**src/rtl/uart_rx_ctrl.sv**
```systemverilog
// Receive-side controller: byte FIFO with valid/ack drain, sticky overrun, and an optional
// burst/idle gap timer that pulses timeout. The gap timer is built only with UART_RX_TIMEOUT_EN.
module uart_rx_ctrl #(
    parameter int unsigned DEPTH   = 8,
    parameter int unsigned AW      = 3,
    parameter int unsigned TIMEOUT = 160
) (
    input  logic          clk,
    input  logic          rst,
    input  logic          enable,
    input  logic [7:0]    rx_data,
    input  logic          rx_ready,
    output logic [7:0]    m_data,
    output logic          m_valid,
    input  logic          m_ack,
    output logic [AW:0]   count,
    output logic          overrun,
    input  logic          ovr_clr,
    output logic          timeout
);

    localparam logic [AW:0] FullCount = (AW + 1)'(DEPTH);

    logic [7:0]    mem_q [DEPTH];
    logic [AW-1:0] wr_ptr_q, rd_ptr_q;
    logic [AW:0]   count_q, count_d;
    logic          overrun_q, overrun_d;
    logic          strobe, full, push, pop, drop;

    assign strobe  = rx_ready & enable;
    assign full    = (count_q == FullCount);
    assign m_valid = (count_q != '0);
    assign pop     = m_valid & m_ack;
    // A full FIFO still accepts a byte when the head leaves in the same cycle.
    assign push    = strobe & (~full | pop);
    assign drop    = strobe & full & ~pop;

    assign m_data  = mem_q[rd_ptr_q];
    assign count   = count_q;
    assign overrun = overrun_q;

    always_comb begin
        count_d = count_q;
        if (push && !pop) begin
            count_d = count_q + 1'b1;
        end else if (pop && !push) begin
            count_d = count_q - 1'b1;
        end
        overrun_d = overrun_q;
        if (ovr_clr) begin
            overrun_d = 1'b0;
        end
        if (drop) begin
            overrun_d = 1'b1;
        end
    end

    always_ff @(posedge clk) begin
        if (rst) begin
            for (int i = 0; i < int'(DEPTH); i++) begin
                mem_q[i] <= 8'h00;
            end
            wr_ptr_q  <= '0;
            rd_ptr_q  <= '0;
            count_q   <= '0;
            overrun_q <= 1'b0;
        end else begin
            if (push) begin
                mem_q[wr_ptr_q] <= rx_data;
                wr_ptr_q        <= wr_ptr_q + 1'b1;
            end
            if (pop) begin
                rd_ptr_q <= rd_ptr_q + 1'b1;
            end
            count_q   <= count_d;
            overrun_q <= overrun_d;
        end
    end

`ifdef UART_RX_TIMEOUT_EN
    localparam logic       StIdle  = 1'b0;
    localparam logic       StBurst = 1'b1;
    // Last gap value before the pulse; the pulse then lands TIMEOUT cycles after the last strobe.
    localparam logic [15:0] GapLast = 16'(TIMEOUT - 2);

    logic        state_q, state_d;
    logic [15:0] gap_q, gap_d;
    logic        timeout_q, timeout_d;

    always_comb begin
        state_d   = state_q;
        gap_d     = gap_q;
        timeout_d = 1'b0;
        if (!enable) begin
            state_d = StIdle;
            gap_d   = '0;
        end else if (rx_ready) begin
            state_d = StBurst;
            gap_d   = '0;
        end else if (state_q == StBurst) begin
            if (gap_q == GapLast) begin
                timeout_d = 1'b1;
                state_d   = StIdle;
                gap_d     = '0;
            end else begin
                gap_d = gap_q + 1'b1;
            end
        end
    end

    always_ff @(posedge clk) begin
        if (rst) begin
            state_q   <= StIdle;
            gap_q     <= '0;
            timeout_q <= 1'b0;
        end else begin
            state_q   <= state_d;
            gap_q     <= gap_d;
            timeout_q <= timeout_d;
        end
    end

    assign timeout = timeout_q;
`else
    assign timeout = 1'b0;
`endif

endmodule

```
**config.mk**
```make
export PLATFORM = sky130hd
export DESIGN_NAME = uart_rx_ctrl
export DESIGN_NICKNAME = d
export VERILOG_FILES = /design/src/rtl/uart_rx_ctrl.sv
export SDC_FILE = /design/constraint.sdc
export NUM_CORES = 1
export LEC_CHECK = 0
export ABC_AREA = 1
export BUFFER_PORTS_ARGS = -buffer_cell sky130_fd_sc_hd__buf_2
export CORE_ASPECT_RATIO = 1.4
export CORE_MARGIN = 10
export CORE_UTILIZATION = 50
export DETAILED_ROUTE_END_ITERATION = 16
export PLACE_DENSITY = 0.7
export SYNTH_ARGS = -nofsm -noshare
export SYNTH_HDL_FRONTEND = slang
export SYNTH_SLANG_ARGS = --single-unit
```
**constraint.sdc**
```tcl
create_clock -name clk -period 2.8 [get_ports clk]
set_clock_uncertainty 0.1 [all_clocks]
set_input_delay 0.56 -clock clk [delete_from_list [all_inputs] [get_ports clk]]
set_output_delay 0.56 -clock clk [all_outputs]
set_load 0.005 [all_outputs]
```
==> results of run 1 <==
[final timing paths]
kind                            cells past startpoint         to  slack [ps]  startpoint
worst min register to register                      2    overrun         380     overrun
worst max-delay path                                6  m_data[0]         410   flip-flop
worst max register to register                     13   count[3]         550    count[1]
worst min-delay path                                4    overrun         370     ovr_clr
[worst max-delay path, stage by stage, from the launching register on]
cell,delay [ps]
dfxtp_1,370
inv_2,400
o21ai_0,200
o21ai_0,120
nand2_1,80
nand2_1,90
buf_2,110
[per-layer routing]
metal  up-vias  track usage
met2        61        0.241
met5         -            0
met4         0       0.0803
met1      1278        0.136
met3        18       0.0431
li1       1314            -
[layout by cell type, fill, tap and decap left out, types with 3 or more instances in the layout]
cell type,count
nand3_1,6
edfxtp_1,64
nor2_2,3
dfxtp_1,14
buf_4,3
buf_2,27
nand2_1,48
ha_1,5
clkbuf_8,13
nand3_4,8
inv_1,24
a21oi_1,6
nor2_1,123
xor2_1,4
o21ai_1,14
o21ai_0,38
[layout make-up]
| cell class | instances | area (sq um) |
|---|---|---|
| clock buffers | 14 | 183 |
| multi-input cells | 264 | 1330 |
| clock inverters | 2 | 36.3 |
| well taps | 97 | 121 |
| inverters | 26 | 100 |
| fillers | 667 | 3190 |
| repair buffers | 30 | 158 |
| flip-flops and latches | 78 | 2200 |
[sequential cells by signal, indices dropped and copies added, names as in the netlist, named ones only]
register and count:
rd_ptr_q 3, count 4, overrun 1, wr_ptr_q 3, mem_q 64
[per-stage QoR]
stage	cells	total power, mW	util	hold WS [ps]	worst slack (ps)
finish	511	3.31	0.564	365	414
global route	511	3.53	0.564	371	164
CTS	511	3.34	0.564	343	367
detailed placement	495	2.45	0.534	365	342
global placement	495	2.42	0.534	349	408
floorplan	382	2.14	-	360	566
[power by group through the flow]
stage	combinational [mW]	clock, mW	sequential [mW]
after floorplan	0.690	0	1.45
after global placement	0.966	0	1.46
after detailed placement	0.991	0	1.46
after CTS	0.995	0.911	1.43
after global routing	1.14	0.945	1.45
final	0.983	0.897	1.43
[cells by family (layout without fill, tap and decap cells)]
group / Yosys count / count (layout)
flops: 78 / 78
xor+xnor: 4 / 4
fa+ha+maj: 6 / 6
other cells: 1 / 1
buf+inv: 40 / 72
simple gates: 195 / 195
compound gates: 58 / 58
==> impl_metrics.json, run 1 <==
{
  "post_cts_buffers": 0,
  "wl_met1_mm": 2.89,
  "ys_seq_area_frac": 0.592,
  "synthTopCellsByArea": "edfxtp_1, nor2_1, dfxtp_1",
  "drive_gt1_frac": 0.155,
  "grt_pass1_vias": 2676,
  "cp.arrival_ps": 1730,
  "synthFlopType": "edfxtp_1",
  "overflow": 0,
  "synth_edf_count": 64,
  "setup_viol": 0,
  "cts-hold-fix-buffers": 0,
  "cts_resized": 0,
  "ios": 29,
  "switching_share": 0.332,
  "synthArstFlopShare": 0,
  "die_w_microns": 92.9,
  "drt-total-wl_mm": 7.37,
  "ys_ff_latch": 78,
  "worst_pin_slew_ps": 505,
  "synth_most_common_cell": "nor2_1",
  "p_per_area_nw_per_um2": 803,
  "viasPerCell": 5.23,
  "synth_fa_ha_area_frac": 0.0222,
  "ir_drop_v": 0.000473,
  "syn-mean-instance-area_sq_um": 9.74,
  "hold_path_class": "input pin to flip-flop",
  "fin_nets": 429,
  "power.switching_mw": 1.10,
  "cts_tree": "yes",
  "synth_top_cells_by_count": "nor2_1, edfxtp_1, nand2_1, o21ai_0, inv_1",
  "path_max_fanout": 32,
  "crit_path_start_kind": "flip-flop",
  "tns_ps": 0,
  "report.final.slew_viol_count": 0,
  "dr_total_vias": 2671,
  "cts.clk_slew.worst_paths_ps": 70,
  "final-hold-violation-count": 0,
  "drc_errors": 0,
  "syn-num-nets": 402,
  "p_int_mw": 2.21,
  "maxCapViolations": 0,
  "core_area_sq_um": 7310,
  "drtIter0Drc": 193,
  "combPwrFrac": 0.297,
  "yosysWarnings": 0,
  "n_antenna_cell": 0,
  "ys_types": 28,
  "synth_xor_area_frac": 0.00941,
  "postSynthCellCount": 382,
  "synth_largest_area_cell": "edfxtp_1",
  "grt_pass1_wl_mm": 12.1,
  "grt_max_degree": 33,
  "rsz0062_at_grt": "no",
  "detailed_place_hpwl_mm": 5.29,
  "syn2layout_area_growth_pct": 10.9,
  "dr.max_layer_used": "met4",
  "wl_met3_microns": 330,
  "drtPass1Iterations": 4,
  "synth-simple-area-share": 0.246,
  "synth.cell_area_sq_um": 3720,
  "placed_area_sq_um": 3910,
  "htreeDepth": 3,
  "placementRows": 37,
  "critPathCaptureType": "output pin",
  "clkPwrFrac": 0.271,
  "cp_data_required_time_ps": 2140,
  "synth_top_family_by_area": "simple AND/OR/NAND/NOR gates",
  "synth_top_area_share": 0.516,
  "cts.sinks": 78,
  "fmax_ghz": 0.419,
  "antenna_left": 0,
  "insertion_delay_ps": 340,
  "wl_per_cell_microns": 14.4,
  "muxShareOfSynthArea": 0,
  "critPathKind": "flip-flop to output pin",
  "total_leakage_power_nw": 1.75,
  "ctsLongestPathBuffers": 2,
  "routabilityCongestion": 0.811,
  "dieArea_sq_um": 11300,
  "period_share": 0.852,
  "grt_use_total": 0.136,
  "port_buffers": 27,
  "final_cell_area_sq_um": 4130,
  "antenna_found_initial": 0,
  "cts-root-buf": "clkbuf_8",
  "run_status": "complete, no violations",
  "chipHeight_microns": 122,
  "synth-compound-area-share": 0.0780,
  "layout_min_cycle_time_ps": 2390,
  "relSlewSlack": 0.663,
  "cts_made_buffers": 9,
  "p_seq_frac": 0.433,
  "start_util": 0.509,
  "dr_wl_met2_mm": 3.94
}
No activity file was read; power rests on OpenSTA's default activity.
==> run 2, diff against run 1 <==
--- a/config.mk
+++ b/config.mk
@@ -10,6 +10,7 @@
 export CORE_ASPECT_RATIO = 1.4
 export CORE_MARGIN = 10
 export CORE_UTILIZATION = 50
+export CTS_BUF_LIST = sky130_fd_sc_hd__clkbuf_4 sky130_fd_sc_hd__clkbuf_8
 export DETAILED_ROUTE_END_ITERATION = 16
 export PLACE_DENSITY = 0.7
 export SYNTH_ARGS = -nofsm -noshare
==> impl_metrics.json, run 2 (same netlist as run 1, synthesis figures left out) <==
{
  "drtPass1Iterations": 4,
  "r2r_start": "count[1]",
  "p_total_mw": 3.32,
  "dp_slack_ps": 342,
  "worst_pin_slew_ps": 506,
  "detailed_place_hpwl_mm": 5.29,
  "viasPerCell": 5.24,
  "dr_total_vias": 2676,
  "power.switching_mw": 1.10,
  "finish.utilization": 0.565,
  "cts_made_buffers": 9,
  "cts_resized": 0,
  "hp-start": "ovr_clr",
  "overflow": 0,
  "routabilityCongestion": 0.811,
  "layout_commonest_cell": "nor2_1",
  "grt_use_total": 0.136,
  "grt_pass1_vias": 2676,
  "holdPathEnd": "overrun",
  "syn2layout_area_growth_pct": 11.0,
  "largest_reg_flops": 64,
  "cts-root-buf": "clkbuf_8",
  "dieArea_sq_um": 11300,
  "path_max_fanout": 32,
  "start_util": 0.509,
  "hold_path_class": "input pin to flip-flop",
  "total_leakage_power_nw": 1.75,
  "antenna_left": 0,
  "chipHeight_microns": 122,
  "layout_min_cycle_time_ps": 2390,
  "htreeDepth": 3,
  "cts.clk_slew.worst_paths_ps": 70,
  "drt-total-wl_mm": 7.35,
  "seq_area_sq_um": 2200,
  "clkPwrFrac": 0.273,
  "run_status": "complete, no violations",
  "ir_drop_v": 0.000473,
  "multi_input_area_sq_um": 1330,
  "maxCapViolations": 0,
  "n_antenna_cell": 0,
  "cp.arrival_ps": 1730,
  "port_buffers": 27,
  "whs_ps": 363,
  "insertion_delay_ps": 340,
  "report.final.slew_viol_count": 0,
  "final.setup.worst_slack_ps": 409,
  "p_per_area_nw_per_um2": 804,
  "grt_max_degree": 33,
  "layout_common_cells": "nor2_1, edfxtp_1, nand2_1",
  "drc_errors": 0,
  "fmax_ghz": 0.418,
  "rrSetupSlack_ps": 550,
  "cp_data_required_time_ps": 2140,
  "core_area_sq_um": 7310,
  "setup_viol": 0,
  "ios": 29,
  "drive_gt1_frac": 0.157,
  "ctsLongestPathBuffers": 2,
  "combPwrFrac": 0.296,
  "cts.sinks": 78,
  "period_share": 0.854,
  "drtIter0Drc": 193,
  "p_seq_frac": 0.431,
  "final-hold-violation-count": 0,
  "post_cts_buffers": 0,
  "cts-hold-fix-buffers": 0,
  "fin_nets": 429,
  "regToRegEndpoint": "count[3]",
  "top_register": "mem_q",
  "placementRows": 37,
  "grt_pass1_wl_mm": 12.1,
  "antenna_found_initial": 0,
  "placed_area_sq_um": 3910,
  "p_int_mw": 2.22,
  "die_w_microns": 92.9,
  "crit_path_start_kind": "flip-flop",
  "worst_r2r_path_depth": 13,
  "n_fill_cell": 665,
  "final_cell_area_sq_um": 4130,
  "whs_path_depth": 4,
  "rsz0062_at_grt": "no",
  "relSlewSlack": 0.662,
  "critPathKind": "flip-flop to output pin",
  "final_cell_count_no_fill": 511,
  "cts_tree": "yes",
  "switching_share": 0.331,
  "tns_ps": 0,
  "dp_cells": 495,
  "wl_per_cell_microns": 14.4,
  "critPathCaptureType": "output pin"
}
[run 2: cell types whose count changed in the layout (fill, tap and decap cells not counted)]
cell,before,now
clkbuf_1,1,0
clkbuf_4,0,1
[run 2: worst max path at each step]
stage | start | slack, ps | end
floorplan | m_ack | 570 | count[3]
global placement | m_ack | 410 | count[3]
detailed placement | m_ack | 340 | count[3]
CTS | flip-flop | 370 | m_data[0]
global route | flip-flop | 160 | m_data[6]
finish | flip-flop | 410 | m_data[0]
[run 2: critical path, stage by stage (launching register included)]
cell and delay, ps:
dfxtp_1 370, inv_2 400, o21ai_0 210, o21ai_0 130, nand2_1 80, nand2_1 90, buf_2 110
[run 2: power by group through the flow]
| stage | Clock (mW) | Sequential [mW] | Combinational, mW |
|---|---|---|---|
| 2_1_floorplan | 0 | 1.45 | 0.690 |
| 3_3_place_gp | 0 | 1.46 | 0.966 |
| 3_5_place_dp | 0 | 1.46 | 0.991 |
| 4_1_cts | 0.921 | 1.43 | 0.995 |
| 5_1_grt | 0.955 | 1.45 | 1.14 |
| 6_report | 0.908 | 1.43 | 0.982 |
[run 2: routing by layer]
layer  wire length [microns]  GRT usage
met2                    3900      0.241
met5                       0          0
met3                     387     0.0431
met1                    2840      0.136
met4                     227     0.0803
[run 2: cell type report]
| class | instances | area share |
|---|---|---|
| well taps | 97 | 0.0294 |
| repair buffers | 30 | 0.0382 |
| clock inverters | 2 | 0.00878 |
| clock buffers | 14 | 0.0451 |
| flip-flops and latches | 78 | 0.533 |
| multi-input cells | 264 | 0.321 |
| inverters | 26 | 0.0242 |
